$ cat config.mk
export PLATFORM = sky130hd
export DESIGN_NAME = rvj1_mem_arbiter
export DESIGN_NICKNAME = d
export VERILOG_FILES = /design/src/rtl/rvj1_mem_arbiter.sv
export SDC_FILE = /design/constraint.sdc
export NUM_CORES = 1
export LEC_CHECK = 0
export BUFFER_PORTS_ARGS = -buffer_cell sky130_fd_sc_hd__buf_2
export CORE_AREA = 5 5 106 108
export DETAILED_ROUTE_END_ITERATION = 10
export DIE_AREA = 0 0 111 113
export PLACE_DENSITY = 0.62
export SYNTH_ARGS = -nofsm -noshare
export SYNTH_HDL_FRONTEND = slang
export SYNTH_HIERARCHICAL = 1
export SYNTH_SLANG_ARGS = --single-unit
export TNS_END_PERCENT = 5
$ cat constraint.sdc
create_clock -name clk_i -period 2.42 [get_ports clk_i]
set_input_delay 0.484 -clock clk_i [delete_from_list [all_inputs] [get_ports clk_i]]
set_output_delay 0.484 -clock clk_i [all_outputs]
set_load 0.02 [all_outputs]
$ cat src/rtl/rvj1_mem_arbiter.sv
// Purpose: round-robin arbiter sharing one SRAM port between instruction fetch and data access.
// Latency: requests and responses pass through combinationally, so the arbiter adds no cycles.
// Backpressure: SRAM stalls hold the grant; requests stop while the in-flight ID FIFO is full; responses follow the owner's ready.

// Small synchronous FIFO: the head is readable combinationally, pushes when full and pops when empty are ignored.
module rvj1_mem_arbiter_fifo #(
    parameter int WIDTH = 1,
    parameter int DEPTH = 2
) (
    input  logic             clk_i,
    input  logic             rstn_i,
    input  logic             push_i,
    input  logic [WIDTH-1:0] push_dat_i,
    input  logic             pop_i,
    output logic [WIDTH-1:0] head_dat_o,
    output logic             full_o,
    output logic             empty_o
);

    localparam int AW = $clog2(DEPTH);
    localparam logic [AW:0] PTR_ONE = {{AW{1'b0}}, 1'b1};

    // The pointers carry one wrap bit so that full and empty can be told apart.
    logic [AW:0]      wr_ptr_q, wr_ptr_d;
    logic [AW:0]      rd_ptr_q, rd_ptr_d;
    logic [WIDTH-1:0] mem_q [DEPTH];
    logic [WIDTH-1:0] mem_d [DEPTH];
    logic             do_push;
    logic             do_pop;

    assign empty_o    = (wr_ptr_q == rd_ptr_q);
    assign full_o     = (wr_ptr_q[AW] != rd_ptr_q[AW]) &&
                        (wr_ptr_q[AW-1:0] == rd_ptr_q[AW-1:0]);
    assign head_dat_o = mem_q[rd_ptr_q[AW-1:0]];

    // Next-state computation for the storage array and both pointers.
    always_comb begin
        do_push  = push_i && !full_o;
        do_pop   = pop_i && !empty_o;
        wr_ptr_d = wr_ptr_q;
        rd_ptr_d = rd_ptr_q;
        mem_d    = mem_q;
        if (do_push) begin
            mem_d[wr_ptr_q[AW-1:0]] = push_dat_i;
            wr_ptr_d                = wr_ptr_q + PTR_ONE;
        end
        if (do_pop) begin
            rd_ptr_d = rd_ptr_q + PTR_ONE;
        end
    end

    // Storage and pointer registers; reset empties the FIFO.
    always_ff @(posedge clk_i or negedge rstn_i) begin
        if (!rstn_i) begin
            wr_ptr_q <= '0;
            rd_ptr_q <= '0;
            for (int i = 0; i < DEPTH; i++) begin
                mem_q[i] <= '0;
            end
        end else begin
            wr_ptr_q <= wr_ptr_d;
            rd_ptr_q <= rd_ptr_d;
            mem_q    <= mem_d;
        end
    end

endmodule

module rvj1_mem_arbiter #(
    parameter int DATA_WIDTH      = 32,
    parameter int MAX_OUTSTANDING = 2
) (
    input  logic                  clk_i,
    input  logic                  rstn_i,
    // instruction fetch port
    input  logic [DATA_WIDTH-1:0] instr_req_addr_i,
    input  logic                  instr_req_valid_i,
    output logic                  instr_req_ready_o,
    output logic [DATA_WIDTH-1:0] instr_rsp_data_o,
    output logic                  instr_rsp_error_o,
    output logic                  instr_rsp_valid_o,
    input  logic                  instr_rsp_ready_i,
    // load/store port
    input  logic [DATA_WIDTH-1:0] data_req_addr_i,
    input  logic [DATA_WIDTH-1:0] data_req_data_i,
    input  logic [3:0]            data_req_strobe_i,
    input  logic                  data_req_write_i,
    input  logic                  data_req_valid_i,
    output logic                  data_req_ready_o,
    output logic [DATA_WIDTH-1:0] data_rsp_data_o,
    output logic                  data_rsp_error_o,
    output logic                  data_rsp_valid_o,
    input  logic                  data_rsp_ready_i,
    // shared SRAM port
    output logic [DATA_WIDTH-1:0] mem_req_addr_o,
    output logic [DATA_WIDTH-1:0] mem_req_data_o,
    output logic [3:0]            mem_req_strobe_o,
    output logic                  mem_req_write_o,
    output logic                  mem_req_valid_o,
    input  logic                  mem_req_ready_i,
    input  logic [DATA_WIDTH-1:0] mem_rsp_data_i,
    input  logic                  mem_rsp_error_i,
    input  logic                  mem_rsp_valid_i,
    output logic                  mem_rsp_ready_o,
    // status
    output logic                  spurious_o
);

    // Requester IDs as stored in the in-flight FIFO.
    localparam logic ID_INSTR = 1'b0;
    localparam logic ID_DATA  = 1'b1;

    logic hold_q,     hold_d;      // grant frozen by an SRAM stall
    logic hold_gnt_q, hold_gnt_d;  // requester that owns the frozen grant
    logic last_q,     last_d;      // requester granted by the most recent handshake
    logic spurious_q, spurious_d;

    logic gnt;
    logic gnt_vld;
    logic req_rdy;
    logic mem_hs;
    logic fifo_full;
    logic fifo_empty;
    logic fifo_head;
    logic rsp_pop;

    // Round-robin pick: a stalled grant persists, a tie goes to the requester not served last, a lone requester wins.
    always_comb begin
        gnt = ID_INSTR;
        if (hold_q) begin
            gnt = hold_gnt_q;
        end else if (instr_req_valid_i && data_req_valid_i) begin
            gnt = ~last_q;
        end else if (data_req_valid_i) begin
            gnt = ID_DATA;
        end
    end

    assign gnt_vld = (gnt == ID_DATA) ? data_req_valid_i : instr_req_valid_i;

    // A request may only leave once there is space to remember whose response is coming back.
    assign mem_req_valid_o   = rstn_i && gnt_vld && !fifo_full;
    assign req_rdy           = rstn_i && mem_req_ready_i && !fifo_full;
    assign instr_req_ready_o = req_rdy && (gnt == ID_INSTR);
    assign data_req_ready_o  = req_rdy && (gnt == ID_DATA);
    assign mem_hs            = mem_req_valid_o && mem_req_ready_i;

    // Fetches are always plain word reads, so the write-side fields are zeroed.
    always_comb begin
        mem_req_addr_o   = instr_req_addr_i;
        mem_req_data_o   = '0;
        mem_req_strobe_o = 4'b0000;
        mem_req_write_o  = 1'b0;
        if (gnt == ID_DATA) begin
            mem_req_addr_o   = data_req_addr_i;
            mem_req_data_o   = data_req_data_i;
            mem_req_strobe_o = data_req_strobe_i;
            mem_req_write_o  = data_req_write_i;
        end
    end

    // In-flight requester IDs; the head names the owner of the next SRAM response.
    rvj1_mem_arbiter_fifo #(
        .WIDTH (1),
        .DEPTH (MAX_OUTSTANDING)
    ) u_id_fifo (
        .clk_i      (clk_i),
        .rstn_i     (rstn_i),
        .push_i     (mem_hs),
        .push_dat_i (gnt),
        .pop_i      (rsp_pop),
        .head_dat_o (fifo_head),
        .full_o     (fifo_full),
        .empty_o    (fifo_empty)
    );

    // Steer the response to the head owner; with nothing outstanding it is swallowed and flagged.
    always_comb begin
        instr_rsp_valid_o = 1'b0;
        data_rsp_valid_o  = 1'b0;
        mem_rsp_ready_o   = 1'b0;
        if (rstn_i) begin
            if (fifo_empty) begin
                mem_rsp_ready_o = 1'b1;
            end else if (fifo_head == ID_DATA) begin
                data_rsp_valid_o = mem_rsp_valid_i;
                mem_rsp_ready_o  = data_rsp_ready_i;
            end else begin
                instr_rsp_valid_o = mem_rsp_valid_i;
                mem_rsp_ready_o   = instr_rsp_ready_i;
            end
        end
    end

    assign instr_rsp_data_o  = mem_rsp_data_i;
    assign instr_rsp_error_o = mem_rsp_error_i;
    assign data_rsp_data_o   = mem_rsp_data_i;
    assign data_rsp_error_o  = mem_rsp_error_i;
    assign rsp_pop           = mem_rsp_valid_i && mem_rsp_ready_o && !fifo_empty;
    assign spurious_o        = spurious_q;

    // Next-state values for the grant hold, the round-robin pointer and the sticky spurious flag.
    always_comb begin
        hold_d     = mem_req_valid_o && !mem_req_ready_i;
        hold_gnt_d = gnt;
        last_d     = mem_hs ? gnt : last_q;
        spurious_d = spurious_q || (mem_rsp_valid_i && mem_rsp_ready_o && fifo_empty);
    end

    // Arbiter state registers; after reset the fetch side counts as last served, so data wins the first tie.
    always_ff @(posedge clk_i or negedge rstn_i) begin
        if (!rstn_i) begin
            hold_q     <= 1'b0;
            hold_gnt_q <= ID_INSTR;
            last_q     <= ID_INSTR;
            spurious_q <= 1'b0;
        end else begin
            hold_q     <= hold_d;
            hold_gnt_q <= hold_gnt_d;
            last_q     <= last_d;
            spurious_q <= spurious_d;
        end
    end

endmodule

Word-level counts from Yosys, hierarchy flattened:

Index checks and enable logic that the tools add are counted.

* add/subtract/negate cells: 2
* multiply operators: 0
* div/mod/pow operators: 0
* magnitude comparators: 3
* eq/ne operators: 3
* shift operators: 0
* muxes and demuxes: 23
* bitwise logic cells: 4
* reduce and logical (&&, ||, !) cells: 20

Operators by type and width (count)
* two-way mux 32 bit: 2
* two-way mux 1 bit: 18
* logical AND 1 bit: 16
* adder 2 x 1 -> 2 bit (second input constant): 2
* >= comparator 2 bit (second input constant): 2
* two-way mux 4 bit: 1
* NOT 1 -> 2 bit: 2
* zero test 1 bit: 3
* bitwise mux 2 bit: 1
* == test 2 bit: 1
* less-than comparator 2 x 1 -> 1 bit (second input constant): 1
* NOT 1 bit: 2
* demux 1 bit (select 1 bit): 1
* == test 1 bit: 1
* logical OR 1 bit: 1
* inequality test 1 bit: 1

* bits in registers: 10
* bits in latches: 0
* bits in writable memories: 0
* ROM bits: 0
* bits of input ports: 142
* output and inout bits: 142
* logic and storage cells: 63
* memories kept: 0

Logic depth before layout (Yosys ltp):

* depth in word-level cells: 10
* depth in mapped cells: 8

Modules after synthesis:

Netlist, hierarchy kept.

By module, submodules not included
* rvj1_mem_arbiter: instances 1, cells an instance 174, area an instance 1428.9 um^2
* rvj1_mem_arbiter_fifo: instances 1, cells an instance 35, area an instance 350.3 um^2

Worst setup path after synthesis:

Ideal clock, no wire load.

* kind: in2out
* start point: input data_req_valid_i
* end point: output mem_req_addr_o[10]
* arrival time: 1.497 ns
* required time: 1.936 ns
* path slack: 0.439 ns
* stages: 4
* cells stage by stage: nor2b_2 > a22oi_4 > buf_4 > mux2_2

* cells in the longest elaborated chain, start to end: 4
* elaborated cells between the ends (all ways): 5

RTL lines
* start, declared: line 88 `input logic data_req_valid_i,`
* two-way mux 1 bit / logical AND 1 bit (equally long branches): line 134, 132
* two-way mux 1 bit *: line 132 `end else if (instr_req_valid_i && data_req_valid_i) begin`
* two-way mux 1 bit *: line 130 `if (hold_q) begin`
* two-way mux 32 bit *: line 154 `if (gnt == ID_DATA) begin`
* end, declared: line 95 `output logic [DATA_WIDTH-1:0] mem_req_addr_o,`

Mark *: on every way between the ends. The rest lies on a longest branch, timed or not.

Worst setup path in the final report:

* start point: register hold_q
* end point: output mem_req_addr_o[13]

* cells in the longest elaborated chain, start to end: 2

RTL lines
* start, declared: line 113 `logic hold_q, hold_d;`
* start signal, assigned: line 218 `hold_q <= hold_d;`
* two-way mux 1 bit: line 130
* two-way mux 32 bit: line 154

Every way passes these cells.

==> results by group <==
Run status
  – Status: complete, no violations

Layout
  – Share of post-route cells with drive strength above 1: 0.719
  – Sequential cell area: 250 um2
  – Multi-input logic area: 950 um2
  – Layout area overhead: 34.3%
  – Nets: 468
  – Fillers: 1106

Timing
  – Final hold slack: 147 ps
  – Peak Freq: 440 MHz
  – Final worst-path cycle share: 0.940
  – Fin Setup TNS: 0 ps
  – Fin. max-slew vios: 0
  – Final setup violation count: 0
  – Total count of hold-check failures in the final report: 0
  – Setup Skew: 0.252 ps
  – Unrepaired setup endpoints after global routing: no
  – Post-layout min period: 2270 ps
  – Worst-margin pin slew: 333 ps
  – Slew HR: 0.778

Clock tree
  – Postcts setup bufs: 0
  – Number of H-tree levels: 1
  – CTS root buffer: clkbuf_8
  – Clock edge transition at the registers on the reported setup and hold paths: 50 ps
  – Num CTS Buffers: 3
  – CTS tree: yes
  – CTS Sinks: 10
  – Worst-Skew Late Latency: 230 ps
  – Clock buffer depth: 2

GRT
  – Initial antenna violation count: 2
  – All-Layer GR Usage: 0.103
  – Largest net degree at the start of global routing: 42
  – Grt ovf: 0
  – First-pass GRT wire length: 10400 um
  – Met2 GRT Util: 0.181
  – Global-route met3 utilization: 0.0556
  – Number of global-route vias before repair: 1883
  – Gr busiest metal: met2
  – Met1 usage: 0.109

Logic synthesis
  – Synth top cells by count: buf_4, and2_1, mux2_2
  – Mapped Avg Cell Area: 8.51 um2
  – Synth Warn #: 6
  – Syn_nets: 351
  – Mapped cell area: 1780 um2
  – Top cells by area, synth: buf_4, mux2_2, dfrtp_1
  – Post-synthesis sequential area ratio: 0.141
  – Post-Synthesis Cells: 209
  – Yosys top cell area share: 0.283
  – Unique masters post-synth: 34
  – Main flop type after synthesis: dfrtp_1
  – Largest area contributor in the netlist: buf_4
  – Yosys reg bits: 10
  – Post-synth EDFFs: 0
  – Most frequent cell after synthesis: buf_4
  – Ys async rst share: 1.00

Worst setup path
  – CP Data Required Time: 1940 ps
  – Max FO, Critical Path: 10
  – Data arrival time of the critical path: 1790 ps
  – WS Path Type: register to output port
  – Setup crit start: hold_q
  – CP startpoint kind: register
  – CP Capture Type: output port
  – R2r startpoint: u_id_fifo/rd_ptr_q[0]

Place
  – Final Wtd Congestion: 0.887
  – Post-DP HPWL: 6480 um
  – Port bufs: 184

Drt
  – Router iterations before antenna repair: 4
  – Iteration-0 DRC Markers: 82
  – Routed WL: 7260 um
  – Residual DRC: 0
  – Routed via count: 1801
  – Avg WL per Cell: 15.7 um
  – Avg Vias per Cell: 3.90
  – Final ANT Viol Nets: 0

Power and ir drop
  – Worst vdd ir: 526 uV
  – Leak: 1.32 nW
  – Pwr/cell area: 811 nW/um2

Job
  – Max-cap violations: 0

Hold path
  – Worst hold path class: input port to asynchronous set/reset pin

Floorplanning
  – Die Height: 113 um
  – Num rows: 37
  – Core Footprint: 10100 um2
  – Die width: 111 um
  – Ports: 284
  – Initial Util: 0.175
  – Die Area: 12500 um2
-- area by class of cell --
cell class | count | share of cell area
repair buffers | 187 | 0.400
multi-input cells | 120 | 0.397
flip-flops and latches | 10 | 0.105
well taps | 136 | 0.0712
clock buffers | 3 | 0.0173
inverters | 4 | 0.00733
diodes | 2 | 0.00209
-- sequential cells by signal (all words and copies together) (netlist names) --
name                cells
hold_gnt_q              1
hold_q                  1
last_q                  1
spurious_o              1
u_id_fifo/mem_q         2
u_id_fifo/rd_ptr_q      2
u_id_fifo/wr_ptr_q      2
-- routing by layer --
layer,vias to the layer above,part of all wire
met5,-,0
met4,0,0.0054
met3,6,0.13
met2,153,0.51
met1,796,0.35
li1,846,-
-- stage by stage --
step	instances	total power (W)	area, um2	util	setup slack, ps
finish	462	0.00194	2390	0.236	146
global route	462	0.00208	2390	0.236	76.7
CTS	460	0.00196	2380	0.235	49.3
detailed placement	457	0.00178	2340	0.231	164
global placement	457	0.00175	2340	0.231	226
floorplan	209	0.00149	1780	-	439
-- cell usage in the layout, fill, tap and decap left out, types with 2 or more instances in the layout --
master,synthesis,final
nand3_1,2,2
nor2_1,11,11
mux2i_1,2,2
dfrtp_1,10,10
mux2_2,35,35
buf_2,1,184
diode_2,0,2
o21ai_0,3,3
and2_1,37,37
inv_1,3,3
a21boi_0,2,2
buf_4,67,2
nand2b_1,2,2
nand3b_1,2,2
clkbuf_8,0,3
nor2b_1,2,2
nand2_1,6,6
-- worst paths after layout --
path / end / slack (ps) / depth (start not counted)
max: mem_req_addr_o[13] / 150 / 5
min in group clk_i: hold_q / 430 / 2
min: spurious_o / 150 / 1
max in group asynchronous: hold_gnt_q / 2030 / 1
min reg2reg: spurious_o / 470 / 1
max reg2reg: u_id_fifo/mem_q[1] / 360 / 7
-- kinds of logic after synthesis --
family,Yosys count,share of synthesized area
compound gates,13,0.0619
xor+xnor,3,0.0190
buf+inv,79,0.326
flops,10,0.141
mux,39,0.248
simple gates,65,0.205
-- power by group --
part / internal (W) / total, W / switching [W]
logic: 0.000633 / 0.00143 / 0.000792
registers: 0.000238 / 0.000343 / 0.000105
clock network: 0.000109 / 0.000170 / 0.0000610
-- worst max-delay path, stage by stage, from the launching register on --
cell and delay (ps):
dfrtp_1 500, nor2b_2 90, a22oi_4 190, buf_4 230
mux2_2 370, buf_2 170
-- timing repair --
| item | 4_1_cts | 5_1_grt |
|---|---|---|
| hold buffers | 0 | 0 |
| resized for setup | 0 | 2 |
| setup endpoints to repair | 0 | 37 |
Note: power is estimated with default switching activity, not from simulation.
